[config.mk]
export PLATFORM = sky130hd
export DESIGN_NAME = grant_monitor
export DESIGN_NICKNAME = d
export VERILOG_FILES = /design/src/rtl/grant_monitor.sv
export SDC_FILE = /design/constraint.sdc
export NUM_CORES = 1
export LEC_CHECK = 0
export BUFFER_PORTS_ARGS = -buffer_cell sky130_fd_sc_hd__buf_2
export CAP_MARGIN = 20
export CORE_MARGIN = 2
export CORE_UTILIZATION = 35
export CTS_CLUSTER_SIZE = 40
export DETAILED_ROUTE_END_ITERATION = 8
export GPL_TIMING_DRIVEN = 0
export PLACE_DENSITY = 0.64
export SYNTH_ARGS = -nofsm -noshare
export SYNTH_HDL_FRONTEND = slang
export SYNTH_SLANG_ARGS = --single-unit
[constraint.sdc]
create_clock -name clk -period 3.4 [get_ports clk]
set_clock_uncertainty 0.2 [all_clocks]
set_input_delay 0.34 -clock clk [delete_from_list [all_inputs] [get_ports clk]]
set_output_delay 0.34 -clock clk [all_outputs]
set_load 0.005 [all_outputs]
[src/rtl/grant_monitor.sv]
// grant_monitor: watches the three arbitration acknowledges, tracks the
// current owner of the shared resource, captures the owner's data word on
// acquisition, counts grants per client and flags mutual-exclusion or
// over-long-hold violations.
module grant_monitor #(
    parameter int WIDTH    = 8,
    parameter int CNT_W    = 8,
    parameter int MAX_HOLD = 16
) (
    input  logic                             clk,
    input  logic                             rst_n,
    input  logic                             ackA,
    input  logic                             ackB,
    input  logic                             ackC,
    input  logic [WIDTH-1:0]                 dataA,
    input  logic [WIDTH-1:0]                 dataB,
    input  logic [WIDTH-1:0]                 dataC,
    output logic [1:0]                       owner,
    output logic                             busy,
    output logic [WIDTH-1:0]                 data_out,
    output logic                             data_valid,
    output logic [CNT_W-1:0]                 cntA,
    output logic [CNT_W-1:0]                 cntB,
    output logic [CNT_W-1:0]                 cntC,
    output logic [$clog2(MAX_HOLD+1)-1:0]    hold,
    output logic                             timeout,
    output logic                             conflict
);

    localparam int            HW       = $clog2(MAX_HOLD + 1);
    localparam logic [HW-1:0] HOLD_MAX = HW'(MAX_HOLD);
    localparam logic [1:0]    NONE     = 2'd3;

    typedef enum logic [1:0] {
        FREE,
        OWNED,
        ERROR
    } state_t;

    state_t            state, state_nxt;
    logic [1:0]        n_ack;
    logic [1:0]        sel;
    logic [WIDTH-1:0]  sel_data;
    logic              owner_ack;
    logic              acquire;
    logic              go_error;

    logic [1:0]        owner_nxt;
    logic              busy_nxt;
    logic [WIDTH-1:0]  data_out_nxt;
    logic              data_valid_nxt;
    logic [CNT_W-1:0]  cnt_a_nxt, cnt_b_nxt, cnt_c_nxt;
    logic [HW-1:0]     hold_nxt;
    logic              timeout_nxt;
    logic              conflict_nxt;

    // Decode the acknowledges: how many are high, which single one, and
    // whether the current owner still holds its ack.
    always_comb begin
        n_ack = {1'b0, ackA} + {1'b0, ackB} + {1'b0, ackC};
        if (ackA)      sel = 2'd0;
        else if (ackB) sel = 2'd1;
        else           sel = 2'd2;
        case (sel)
            2'd0:    sel_data = dataA;
            2'd1:    sel_data = dataB;
            default: sel_data = dataC;
        endcase
        case (owner)
            2'd0:    owner_ack = ackA;
            2'd1:    owner_ack = ackB;
            2'd2:    owner_ack = ackC;
            default: owner_ack = 1'b0;
        endcase
    end

    // Next-state and next-output logic; acquisition and error actions are
    // shared between FREE and OWNED so a handover behaves like a fresh grant.
    always_comb begin
        state_nxt      = state;
        owner_nxt      = owner;
        data_out_nxt   = data_out;
        data_valid_nxt = 1'b0;
        cnt_a_nxt      = cntA;
        cnt_b_nxt      = cntB;
        cnt_c_nxt      = cntC;
        hold_nxt       = hold;
        timeout_nxt    = timeout;
        conflict_nxt   = conflict;
        acquire        = 1'b0;
        go_error       = 1'b0;

        case (state)
            FREE: begin
                if (n_ack == 2'd1)      acquire  = 1'b1;
                else if (n_ack >= 2'd2) go_error = 1'b1;
            end
            OWNED: begin
                if (owner_ack) begin
                    if (n_ack == 2'd1) begin
                        hold_nxt = (hold == HOLD_MAX) ? hold : hold + 1'b1;
                        if (hold_nxt == HOLD_MAX) timeout_nxt = 1'b1;
                    end else begin
                        go_error = 1'b1;
                    end
                end else if (n_ack == 2'd0) begin
                    state_nxt = FREE;
                    owner_nxt = NONE;
                    hold_nxt  = '0;
                end else if (n_ack == 2'd1) begin
                    acquire = 1'b1;
                end else begin
                    go_error = 1'b1;
                end
            end
            default: go_error = 1'b1;
        endcase

        if (acquire) begin
            state_nxt      = OWNED;
            owner_nxt      = sel;
            data_out_nxt   = sel_data;
            data_valid_nxt = 1'b1;
            hold_nxt       = HW'(1);
            case (sel)
                2'd0:    if (cntA != '1) cnt_a_nxt = cntA + 1'b1;
                2'd1:    if (cntB != '1) cnt_b_nxt = cntB + 1'b1;
                default: if (cntC != '1) cnt_c_nxt = cntC + 1'b1;
            endcase
        end

        if (go_error) begin
            state_nxt    = ERROR;
            owner_nxt    = NONE;
            hold_nxt     = '0;
            conflict_nxt = 1'b1;
        end

        busy_nxt = (owner_nxt != NONE);
    end

    // State and output registers with asynchronous active-low reset.
    always_ff @(posedge clk or negedge rst_n) begin
        if (!rst_n) begin
            state      <= FREE;
            owner      <= NONE;
            busy       <= 1'b0;
            data_out   <= '0;
            data_valid <= 1'b0;
            cntA       <= '0;
            cntB       <= '0;
            cntC       <= '0;
            hold       <= '0;
            timeout    <= 1'b0;
            conflict   <= 1'b0;
        end else begin
            state      <= state_nxt;
            owner      <= owner_nxt;
            busy       <= busy_nxt;
            data_out   <= data_out_nxt;
            data_valid <= data_valid_nxt;
            cntA       <= cnt_a_nxt;
            cntB       <= cnt_b_nxt;
            cntC       <= cnt_c_nxt;
            hold       <= hold_nxt;
            timeout    <= timeout_nxt;
            conflict   <= conflict_nxt;
        end
    end

endmodule
==> summary.txt <==
Floorplan
  • Die Height: 85.0 um
  • Die area: 7220 um^2
  • Starting Density: 0.362
  • Row cnt: 29
  • Die X: 85.0 um
  • Core area: 6350 um^2
  • Ports: 72

Min path
  • Hold worst-path end: data_out[1]$_DFFE_PN0P_
  • Hold path startpoint: dataA[1]
  • Hold Path Cell Cnt: 3
  • HP Class: in -> reg

Route
  • Post-route DRC: 0
  • DR pass1 iterations: 4
  • Routed Antenna Nets: 0
  • Initial drt markers: 73
  • Vias: 1906
  • DR vias/cell: 5.03
  • DR WL/cell: 13.7 um
  • Total Routed Length: 5180 um

Status
  • Outcome: finished clean

STA
  • Crit share post-route: 0.813
  • Normalized max-slew margin: 0.625
  • Worst-Margin Slew: 562 ps
  • Final Setup Violations: 0
  • Final Hold Viols: 0
  • Setup TNS: 0 ps
  • Hold_ws: 104 ps
  • Fin. max-slew vios: 0
  • Final Critical Period: 2770 ps
  • Fmax: 0.362 GHz
  • RSZ-0062 raised after global routing: false

Finish
  • Antenna Cells: 0
  • Layout area overhead: 25.3%
  • Nets: 336
  • Design area: 2880 um^2
  • Layout Cells excl Fill: 379
  • Fraction of layout cells with a size suffix above 1: 0.311
  • Layout filler cell count: 634

Clock tree
  • Maximum clock path buffer count: 2
  • Post-CTS Setup Bufs: 0
  • Skew-Pair Late Insertion Delay: 300 ps
  • Clock slew at reported path FFs: 90 ps
  • CTS root buffer: clkbuf_8
  • Total CTS buffers: 5
  • Num Clock Sinks: 45
  • CTS tree: yes
  • H-tree levels: 2

Placement
  • IO buf count: 71
  • Cells after DPL: 369
  • Area after DPL: 2750 um^2
  • Detailed placement HPWL: 3750 um
  • Final GP Congestion: 0.806

Pwr
  • Worst vdd ir: 0.213 mV
  • PwrDens: 348 nW/um^2
  • P_leak: 1.48 nW
  • Total power: 1.00 mW

Global route
  • Global Route Usage Sum: 0.153
  • Remaining global-route overflow: 0
  • Initial antenna violation count: 0
  • Most used routing layer: met2
  • M2 GR Usage: 0.237
  • Grt met1 use: 0.210
  • Met3 usage: 0.0409
  • Global-route wire length before repair: 8920 um
  • Largest net degree at the start of global routing: 46
  • Vias in the first global route: 1841

Synthesis
  • Complex-gate fraction of the synthesized area: 0.102
  • Synth Area in XOR/XNOR: 0.0839
  • Syn nets: 256
  • Largest family of logic cells by synthesized area: simple AND/OR/NAND/NOR gates
  • Synth top cells by count: dfrtp_1 (43), nand2_1 (24), nor2_1 (16), xnor2_1 (14), a21oi_1 (13)
  • Synth cell types: 45
  • Yosys top cell by area: dfrtp_1
  • Count leader, synth: dfrtp_1
  • Prevailing post-synth register cell: dfrtp_1
  • Post-Synth Simple-Gate Area: 0.201
  • Mapped Cells: 221
  • Syn_area_per_cell: 10.4 um^2
  • Synth warn: 0
  • Number of synthesized flops with an enable pin: 0
  • Synth Area in Adders: 0.0360
  • Seq/Total Area, Yosys: 0.492
  • Mux contribution to synthesized area: 0.0583
  • Asr flop ratio synth: 1.00
  • Synth area leaders: dfrtp_1 (47%), xnor2_1 (5.3%), mux2i_1 (4.4%), nand2_1 (3.9%), xor2_1 (3.1%)
  • Synth Cell Area: 2300 um^2
  • Top cell type's share of synthesized area: 0.469
  • Yosys reg bits: 45

Setup path
  • CP required: 3390 ps
  • Reg-to-Reg Start: owner[1]$_DFF_PN1_
  • Endpoint class of the critical path: register
  • Reg-to-reg slack, setup: 1170 ps
  • R2r worst-path depth: 4
  • Worst Path Arrival: 2750 ps
  • Crit Path Class: in -> reg
  • Startpoint Class: input port
  • Crit path max fanout: 10
  • Reg2reg end: cntA[1]$_DFFE_PN0P_

Job
  • Count of maximum capacitance violations: 0
[placed cells by master, fill, tap and decap left out, drive strengths merged, types with 3 or more instances in the layout]
cell	instances
dfrtp	43
nor3	5
nor2	16
mux2i	10
mux2	3
ha	5
nor4	4
nand2	24
xnor2	14
nand4	7
clkbuf	8
a21oi	13
clkinvlp	3
nand3	11
inv	8
xor2	8
nor2b	3
o21ai	11
and3	5
buf	75
[layer usage]
layer | up-vias | share of wire
li1 | 933 | -
met1 | 926 | 0.47
met2 | 41 | 0.47
met3 | 6 | 0.048
met4 | 0 | 0.0085
met5 | - | 0
[cell families (layout without fill, tap and decap cells)]
kind of cell | after synthesis | in the layout
buf+inv | 14 | 95
mux | 13 | 13
simple gates | 85 | 85
compound gates | 36 | 36
flops | 45 | 45
xor+xnor | 22 | 22
fa+ha+maj | 6 | 6
[what timing repair did]
action,CTS,global route
gates resized for setup,0,0
endpoints found under the hold margin,0,22
hold buffers,0,1
[power breakdown]
part | internal (mW) | total, mW | switching [mW]
combinational | 0.0482 | 0.101 | 0.0525
sequential | 0.552 | 0.564 | 0.0117
clock | 0.144 | 0.338 | 0.193
[area by class of cell]
cell class              instances  area, um^2  area share
inverters                       8        30.0      0.0104
repair buffers                 73         393       0.137
flip-flops and latches         45        1130       0.392
clock buffers                   5        68.8      0.0239
well taps                      77        96.3      0.0335
plain buffers                   6        31.3      0.0109
clock inverters                 3        22.5     0.00783
multi-input cells             162        1110       0.385
[flip-flops by register name, indices dropped and copies added, names as in the netlist]
signal / cells
cntC: 8
busy: 1
owner: 2
data_valid: 1
state: 2
data_out: 8
cntA: 8
timeout: 1
cntB: 8
conflict: 1
hold: 5
[stage by stage]
| stage | utilization | worst slack, ps |
|---|---|---|
| 2_1_floorplan | - | 757 |
| 3_3_place_gp | 0.433 | 331 |
| 3_5_place_dp | 0.433 | 308 |
| 4_1_cts | 0.447 | 627 |
| 5_1_grt | 0.453 | 452 |
| 6_report | 0.453 | 635 |
[worst max-delay path, cell delays in order]
cell      delay (ps)
buf_2            110
buf_2            290
inv_1            130
fa_1             560
nor3b_4          300
o311ai_4         240
nor2_1           420
mux2_1           360
[how the worst max path moves through the flow]
stage,end,startpoint,cells after the start
finish,cntA[1]$_DFFE_PN0P_,ackB,8
global route,cntA[1]$_DFFE_PN0P_,ackB,8
CTS,cntA[1]$_DFFE_PN0P_,ackB,8
detailed placement,cntA[1]$_DFFE_PN0P_,ackB,8
global placement,cntA[1]$_DFFE_PN0P_,ackB,8
floorplan,cntC[1]$_DFFE_PN0P_,ackB,7
(Power assumes the default switching activity.)
